`config.mk`:
```
export PLATFORM = sky130hd
export DESIGN_NAME = load_store_unit
export DESIGN_NICKNAME = d
export VERILOG_FILES = /design/src/rtl/load_store_unit.sv
export SDC_FILE = /design/constraint.sdc
export NUM_CORES = 1
export LEC_CHECK = 0
export CAP_MARGIN = 0
export CORE_MARGIN = 5
export CORE_UTILIZATION = 52
export CTS_BUF_LIST = sky130_fd_sc_hd__clkbuf_4
export DETAILED_ROUTE_END_ITERATION = 10
export PLACE_DENSITY_LB_ADDON = 0.2
export SYNTH_ARGS = -nofsm -noshare
export SYNTH_HDL_FRONTEND = slang
export SYNTH_SLANG_ARGS = --single-unit
```
`constraint.sdc`:
```
create_clock -name clk -period 5.8 [get_ports clk]
set_input_delay 0.87 -clock clk [delete_from_list [all_inputs] [get_ports clk]]
set_output_delay 0.87 -clock clk [all_outputs]
set_load 0.02 [all_outputs]
```
`src/rtl/load_store_unit.sv`:
```
// Load/store unit: converts core byte/half/word accesses into word-wide Memory transactions.
// Optional build macro LSU_ALIGN_CHECK_EN rejects misaligned halfword/word requests.
module load_store_unit #(
    parameter int unsigned ADDR_WIDTH = 32
) (
    input  logic                  clk,
    input  logic                  rst,
    input  logic                  req_i,
    input  logic                  we_i,
    input  logic [1:0]            size_i,
    input  logic                  unsigned_i,
    input  logic [ADDR_WIDTH-1:0] addr_i,
    input  logic [31:0]           wdata_i,
    output logic                  busy_o,
    output logic                  done_o,
    output logic                  err_o,
    output logic [31:0]           rdata_o,
    output logic                  mem_rd_en_o,
    output logic                  mem_wr_en_o,
    output logic [ADDR_WIDTH-1:0] mem_addr_o,
    output logic [31:0]           mem_data_o,
    input  logic [31:0]           mem_data_i,
    input  logic                  mem_ack_i
);

    localparam logic [1:0] SIZE_BYTE = 2'b00;
    localparam logic [1:0] SIZE_HALF = 2'b01;
    localparam logic [1:0] SIZE_WORD = 2'b10;
    localparam logic [1:0] SIZE_RSVD = 2'b11;

    typedef enum logic [2:0] {
        IDLE    = 3'd0,
        RD_REQ  = 3'd1,
        RD_WAIT = 3'd2,
        WR_REQ  = 3'd3,
        WR_WAIT = 3'd4,
        RESP    = 3'd5
    } state_t;

    state_t state_q, state_d;

    logic                  we_q, we_d;
    logic [1:0]            size_q, size_d;
    logic                  unsigned_q, unsigned_d;
    logic [1:0]            lane_q, lane_d;
    logic [15:0]           wdata_q, wdata_d;
    logic                  busy_q, busy_d;
    logic                  done_q, done_d;
    logic                  err_q, err_d;
    logic [31:0]           rdata_q, rdata_d;
    logic                  mem_rd_en_q, mem_rd_en_d;
    logic                  mem_wr_en_q, mem_wr_en_d;
    logic [ADDR_WIDTH-1:0] mem_addr_q, mem_addr_d;
    logic [31:0]           mem_data_q, mem_data_d;

    logic accept;
    logic misalign;
    logic bad_req;

    // Replace only the addressed lane of the fetched word.
    function automatic logic [31:0] merge_word(input logic [31:0] w, input logic [1:0] sz,
                                               input logic [1:0] lane, input logic [15:0] wd);
        logic [31:0] r;
        r = w;
        case (sz)
            SIZE_BYTE: begin
                case (lane)
                    2'd0:    r[7:0]   = wd[7:0];
                    2'd1:    r[15:8]  = wd[7:0];
                    2'd2:    r[23:16] = wd[7:0];
                    default: r[31:24] = wd[7:0];
                endcase
            end
            SIZE_HALF: begin
                if (lane[1]) r[31:16] = wd;
                else         r[15:0]  = wd;
            end
            default: r = w;
        endcase
        return r;
    endfunction

    function automatic logic [31:0] extend_load(input logic [31:0] w, input logic [1:0] sz,
                                                input logic [1:0] lane, input logic uns);
        logic [7:0]  b;
        logic [15:0] h;
        logic [31:0] r;
        case (lane)
            2'd0:    b = w[7:0];
            2'd1:    b = w[15:8];
            2'd2:    b = w[23:16];
            default: b = w[31:24];
        endcase
        h = lane[1] ? w[31:16] : w[15:0];
        case (sz)
            SIZE_BYTE: r = uns ? {24'd0, b} : {{24{b[7]}}, b};
            SIZE_HALF: r = uns ? {16'd0, h} : {{16{h[15]}}, h};
            default:   r = w;
        endcase
        return r;
    endfunction

    assign accept = (state_q == IDLE) && req_i;

`ifdef LSU_ALIGN_CHECK_EN
    assign misalign = ((size_i == SIZE_HALF) && addr_i[0]) ||
                      ((size_i == SIZE_WORD) && (addr_i[1:0] != 2'b00));
`else
    assign misalign = 1'b0;
`endif

    assign bad_req = (size_i == SIZE_RSVD) || misalign;

    always_ff @(posedge clk or posedge rst) begin
        if (rst) state_q <= IDLE;
        else     state_q <= state_d;
    end

    always_comb begin
        state_d = state_q;
        case (state_q)
            IDLE: begin
                if (req_i) begin
                    if (bad_req)                              state_d = RESP;
                    else if (we_i && (size_i == SIZE_WORD))   state_d = WR_REQ;
                    else                                      state_d = RD_REQ;
                end
            end
            RD_REQ:  state_d = RD_WAIT;
            RD_WAIT: if (mem_ack_i) state_d = we_q ? WR_REQ : RESP;
            WR_REQ:  state_d = WR_WAIT;
            WR_WAIT: if (mem_ack_i) state_d = RESP;
            RESP:    state_d = IDLE;
            default: state_d = IDLE;
        endcase
    end

    // Output and datapath next values; strobes/flags follow the state being entered.
    always_comb begin
        we_d        = we_q;
        size_d      = size_q;
        unsigned_d  = unsigned_q;
        lane_d      = lane_q;
        wdata_d     = wdata_q;
        rdata_d     = rdata_q;
        mem_addr_d  = mem_addr_q;
        mem_data_d  = mem_data_q;
        busy_d      = (state_d != IDLE);
        done_d      = (state_d == RESP);
        err_d       = accept && bad_req;
        mem_rd_en_d = (state_d == RD_REQ);
        mem_wr_en_d = (state_d == WR_REQ);

        if (accept) begin
            we_d       = we_i;
            size_d     = size_i;
            unsigned_d = unsigned_i;
            lane_d     = addr_i[1:0];
            wdata_d    = wdata_i[15:0];
            mem_addr_d = {addr_i[ADDR_WIDTH-1:2], 2'b00};
            if (!bad_req && we_i && (size_i == SIZE_WORD)) mem_data_d = wdata_i;
        end

        if ((state_q == RD_WAIT) && mem_ack_i) begin
            if (we_q) mem_data_d = merge_word(mem_data_i, size_q, lane_q, wdata_q);
            else      rdata_d    = extend_load(mem_data_i, size_q, lane_q, unsigned_q);
        end
    end

    always_ff @(posedge clk or posedge rst) begin
        if (rst) begin
            we_q        <= 1'b0;
            size_q      <= 2'b00;
            unsigned_q  <= 1'b0;
            lane_q      <= 2'b00;
            wdata_q     <= 16'd0;
            busy_q      <= 1'b0;
            done_q      <= 1'b0;
            err_q       <= 1'b0;
            rdata_q     <= 32'd0;
            mem_rd_en_q <= 1'b0;
            mem_wr_en_q <= 1'b0;
            mem_addr_q  <= '0;
            mem_data_q  <= 32'd0;
        end else begin
            we_q        <= we_d;
            size_q      <= size_d;
            unsigned_q  <= unsigned_d;
            lane_q      <= lane_d;
            wdata_q     <= wdata_d;
            busy_q      <= busy_d;
            done_q      <= done_d;
            err_q       <= err_d;
            rdata_q     <= rdata_d;
            mem_rd_en_q <= mem_rd_en_d;
            mem_wr_en_q <= mem_wr_en_d;
            mem_addr_q  <= mem_addr_d;
            mem_data_q  <= mem_data_d;
        end
    end

    assign busy_o      = busy_q;
    assign done_o      = done_q;
    assign err_o       = err_q;
    assign rdata_o     = rdata_q;
    assign mem_rd_en_o = mem_rd_en_q;
    assign mem_wr_en_o = mem_wr_en_q;
    assign mem_addr_o  = mem_addr_q;
    assign mem_data_o  = mem_data_q;

endmodule
```
==> reports/qor.yml <==
grt:
  grt_first_pass_wirelength_um: 30000
  met2_usage_pct: 42.4
  grt_usage_pct: 26.7
  grt.busiest_layer: "met2"
  use_met3_pct: 10.3
  antenna_found_initial: 1
  grt_max_degree: 76
  grt-ovfl-total: 0
  grt_pass1_vias: 5780
  met1_usage_pct: 32.3
detailed_routing:
  drt_pass1_iterations: 5
  drc: 0
  wl_per_cell_um: 20.3
  viasPerCell: 5.99
  routed_wl_um: 19000
  ant_nets: 0
  drt-initial-drc-count: 567
  routed-via-count: 5605
timing:
  fin_skew_ns: 0.0185
  fmax_mhz: 353
  fin_crit_sh_pct: 48.8
  hold_slack_ns: 0.505
  max-slew-margin-rel_pct: 20.1
  final.setup.tns_ns: 0
  worstMarginPinSlew_ns: 1.19
  drv_slew: 0
  finalHoldViolCount: 0
  setup_viol: 0
  rsz0062_at_grt: "false"
  finalCriticalPeriod_ns: 2.83
flow_run:
  maxCapViolations: 0
clocking:
  clk_path_buf_depth: 2
  h-tree-depth: 4
  clk_latency_ns: 0.55
  cts_sinks: 124
  cts_buffers: 17
  root_buffer: "clkbuf_4"
  cts_tree: "done"
  cts_resized: 0
  cts_hold_buf: 0
  clk_transition_reported_paths_ns: 0.11
  cts_setup_buffers: 0
power_and_ir_drop:
  p_leak_nw: 3.71
  ir_drop_mv: 0.319
  sequentialPowerShare_pct: 34.8
  clkPwrFrac_pct: 14.1
  switchingPower_mw: 1.92
  comb_power_share_pct: 51.1
  p_int_mw: 2.83
  switching_share_pct: 40.4
  p_per_area_nw_per_um2: 556
yosys:
  syn_inst: 596
  yosysUniqueCellTypes: 45
  syn_area_um2: 6250
  synth.yosys.seq_area_share_pct: 49.6
  yosys.area.top_type: "dfrtp_1"
  yosysTopAreaCellShare_pct: 49.6
  synth-seq-cells: 124
  synth_area_leaders: "dfrtp_1 50%, mux2_2 11%, nand2_1 5.2%"
  yosysWarnings: 0
  avgSynthCellArea_um2: 10.5
floorplan:
  rows: 40
  core_area_um2: 11900
  die_x_um: 120
  floorplan.initialDensity_pct: 52.5
  io_pins: 205
  die_area_um2: 14300
  die_y_um: 120
worst_setup_path:
  cp.required_ns: 6.29
  cp.arrival_ns: 3.32
  crit_type: "flop to flop"
  critPathMaxFanout: 33
  start_kind: "flop"
  setup.worst_path.end_class: "flop"
cells_and_area:
  diodes: 0
  drive_above_1_share_pct: 13.3
  final_common_cell: "clkdlybuf4s50_1"
  areaGrowthSynthToFinish_pct: 36.9
  post-route-util_pct: 71.9
  final_cell_mix: "202 x clkdlybuf4s50_1, 124 x dfrtp_1, 86 x nand2_1"
  fillers: 938
  fin_area_um2: 8560
  nets: 879
place:
  hpwl_um: 13500
  place_area_um2: 8260
  port_buffers: 202
  gp_congestion: 0.929
worst_hold_path:
  hp-class: "flop to flop"
status:
  status: "complete, no violations"
path summary, 6_finish.rpt:
path,start,depth (start not counted),slack [ns],endpoint
max in group asynchronous,rst,3,3.75,mem_data_o[30]
max reg2reg,size_q[0],4,2.97,rdata_o[8]
min,rdata_o[21],2,0.50,rdata_o[21]
max,size_q[0],4,2.97,rdata_o[8]
min reg2reg,rdata_o[21],2,0.50,rdata_o[21]
min in group asynchronous,rst,2,0.87,mem_addr_o[2]
stage by stage:
stage	setup WS [ns]	total power, mW	std cells
4_1_cts	2.99	4.77	935
6_report	2.97	4.76	935
3_3_place_gp	2.55	4.02	903
5_1_grt	2.79	5.03	935
2_1_floorplan	1.63	3.01	597
3_5_place_dp	2.41	4.09	903
metal layers:
| metal | part of all wire [%] | wire length (um) |
|---|---|---|
| met1 | 39 | 7460 |
| met2 | 47 | 8980 |
| met3 | 11 | 2030 |
| met4 | 2.8 | 527 |
| met5 | 0.058 | 11 |
worst max-delay path, cell delays in order (launching register included):
cell     delay [ns]
dfrtp_1        0.80
nor2_1         1.09
nand2_1        0.22
o21ai_2        0.41
o32a_1         0.24
Yosys cell counts (all sizes together):
library cell  instances
dfrtp               124
nand2                87
mux2                 62
a21oi                33
buf                  27
nand3                27
clkbuf               23
a31oi                20
mux2i                20
o21ai                20
and3                 18
a211oi               16
a22o                 15
a21boi               14
a22oi                14
nand2b               10
or3                   8
and2                  7
nor2                  7
o32a                  7
inv                   6
o211ai                6
nor2b                 5
nand3b                2
o221ai                2
a21o                  1
a221oi                1
and2b                 1
and4b                 1
conb                  1
mux4                  1
nand4                 1
nand4b                1
nor3                  1
nor3b                 1
nor4                  1
nor4b                 1
o2111ai               1
o22ai                 1
or4                   1
or4b                  1
layout make-up:
| cell class | instances | area [um^2] | area share (%) |
|---|---|---|---|
| multi-input cells | 417 | 2870 | 33.5 |
| repair buffers | 209 | 2070 | 24.2 |
| well taps | 147 | 184 | 2.15 |
| inverters | 6 | 25.0 | 0.292 |
| clock inverters | 11 | 149 | 1.74 |
| flip-flops and latches | 124 | 3100 | 36.2 |
| clock buffers | 21 | 158 | 1.84 |
cells by family (layout without fill, tap and decap cells):
family                 Yosys count  in the layout  share of synthesized area, %
other                            1              2                        0.0600
muxes                           83             83                          14.7
AOI/OAI and AO/OA              151            151                          16.4
buffers and inverters           56            247                          4.64
and+or+nand+nor                181            181                          14.5
DFF                            124            124                          49.6
flip-flops by register name, indices dropped and copies added (netlist names):
| signal | cells |
|---|---|
| size_q | 2 |
| mem_data_o | 32 |
| lane_q | 2 |
| rdata_o | 32 |
| done_o | 1 |
| busy_o | 1 |
| err_o | 1 |
| mem_rd_en_o | 1 |
| unsigned_q | 1 |
| mem_addr_o | 30 |
| state_q | 3 |
| we_q | 1 |
| mem_wr_en_o | 1 |
| wdata_q | 16 |
power groups by stage:
stage	Combinational [mW]	Clock (mW)	Sequential, mW
after global routing	2.60	0.719	1.71
after global placement	2.38	0	1.64
final	2.43	0.669	1.66
after detailed placement	2.43	0	1.67
after floorplan	1.08	0	1.93
after CTS	2.44	0.679	1.65
Power figures use the tool's default switching activity.
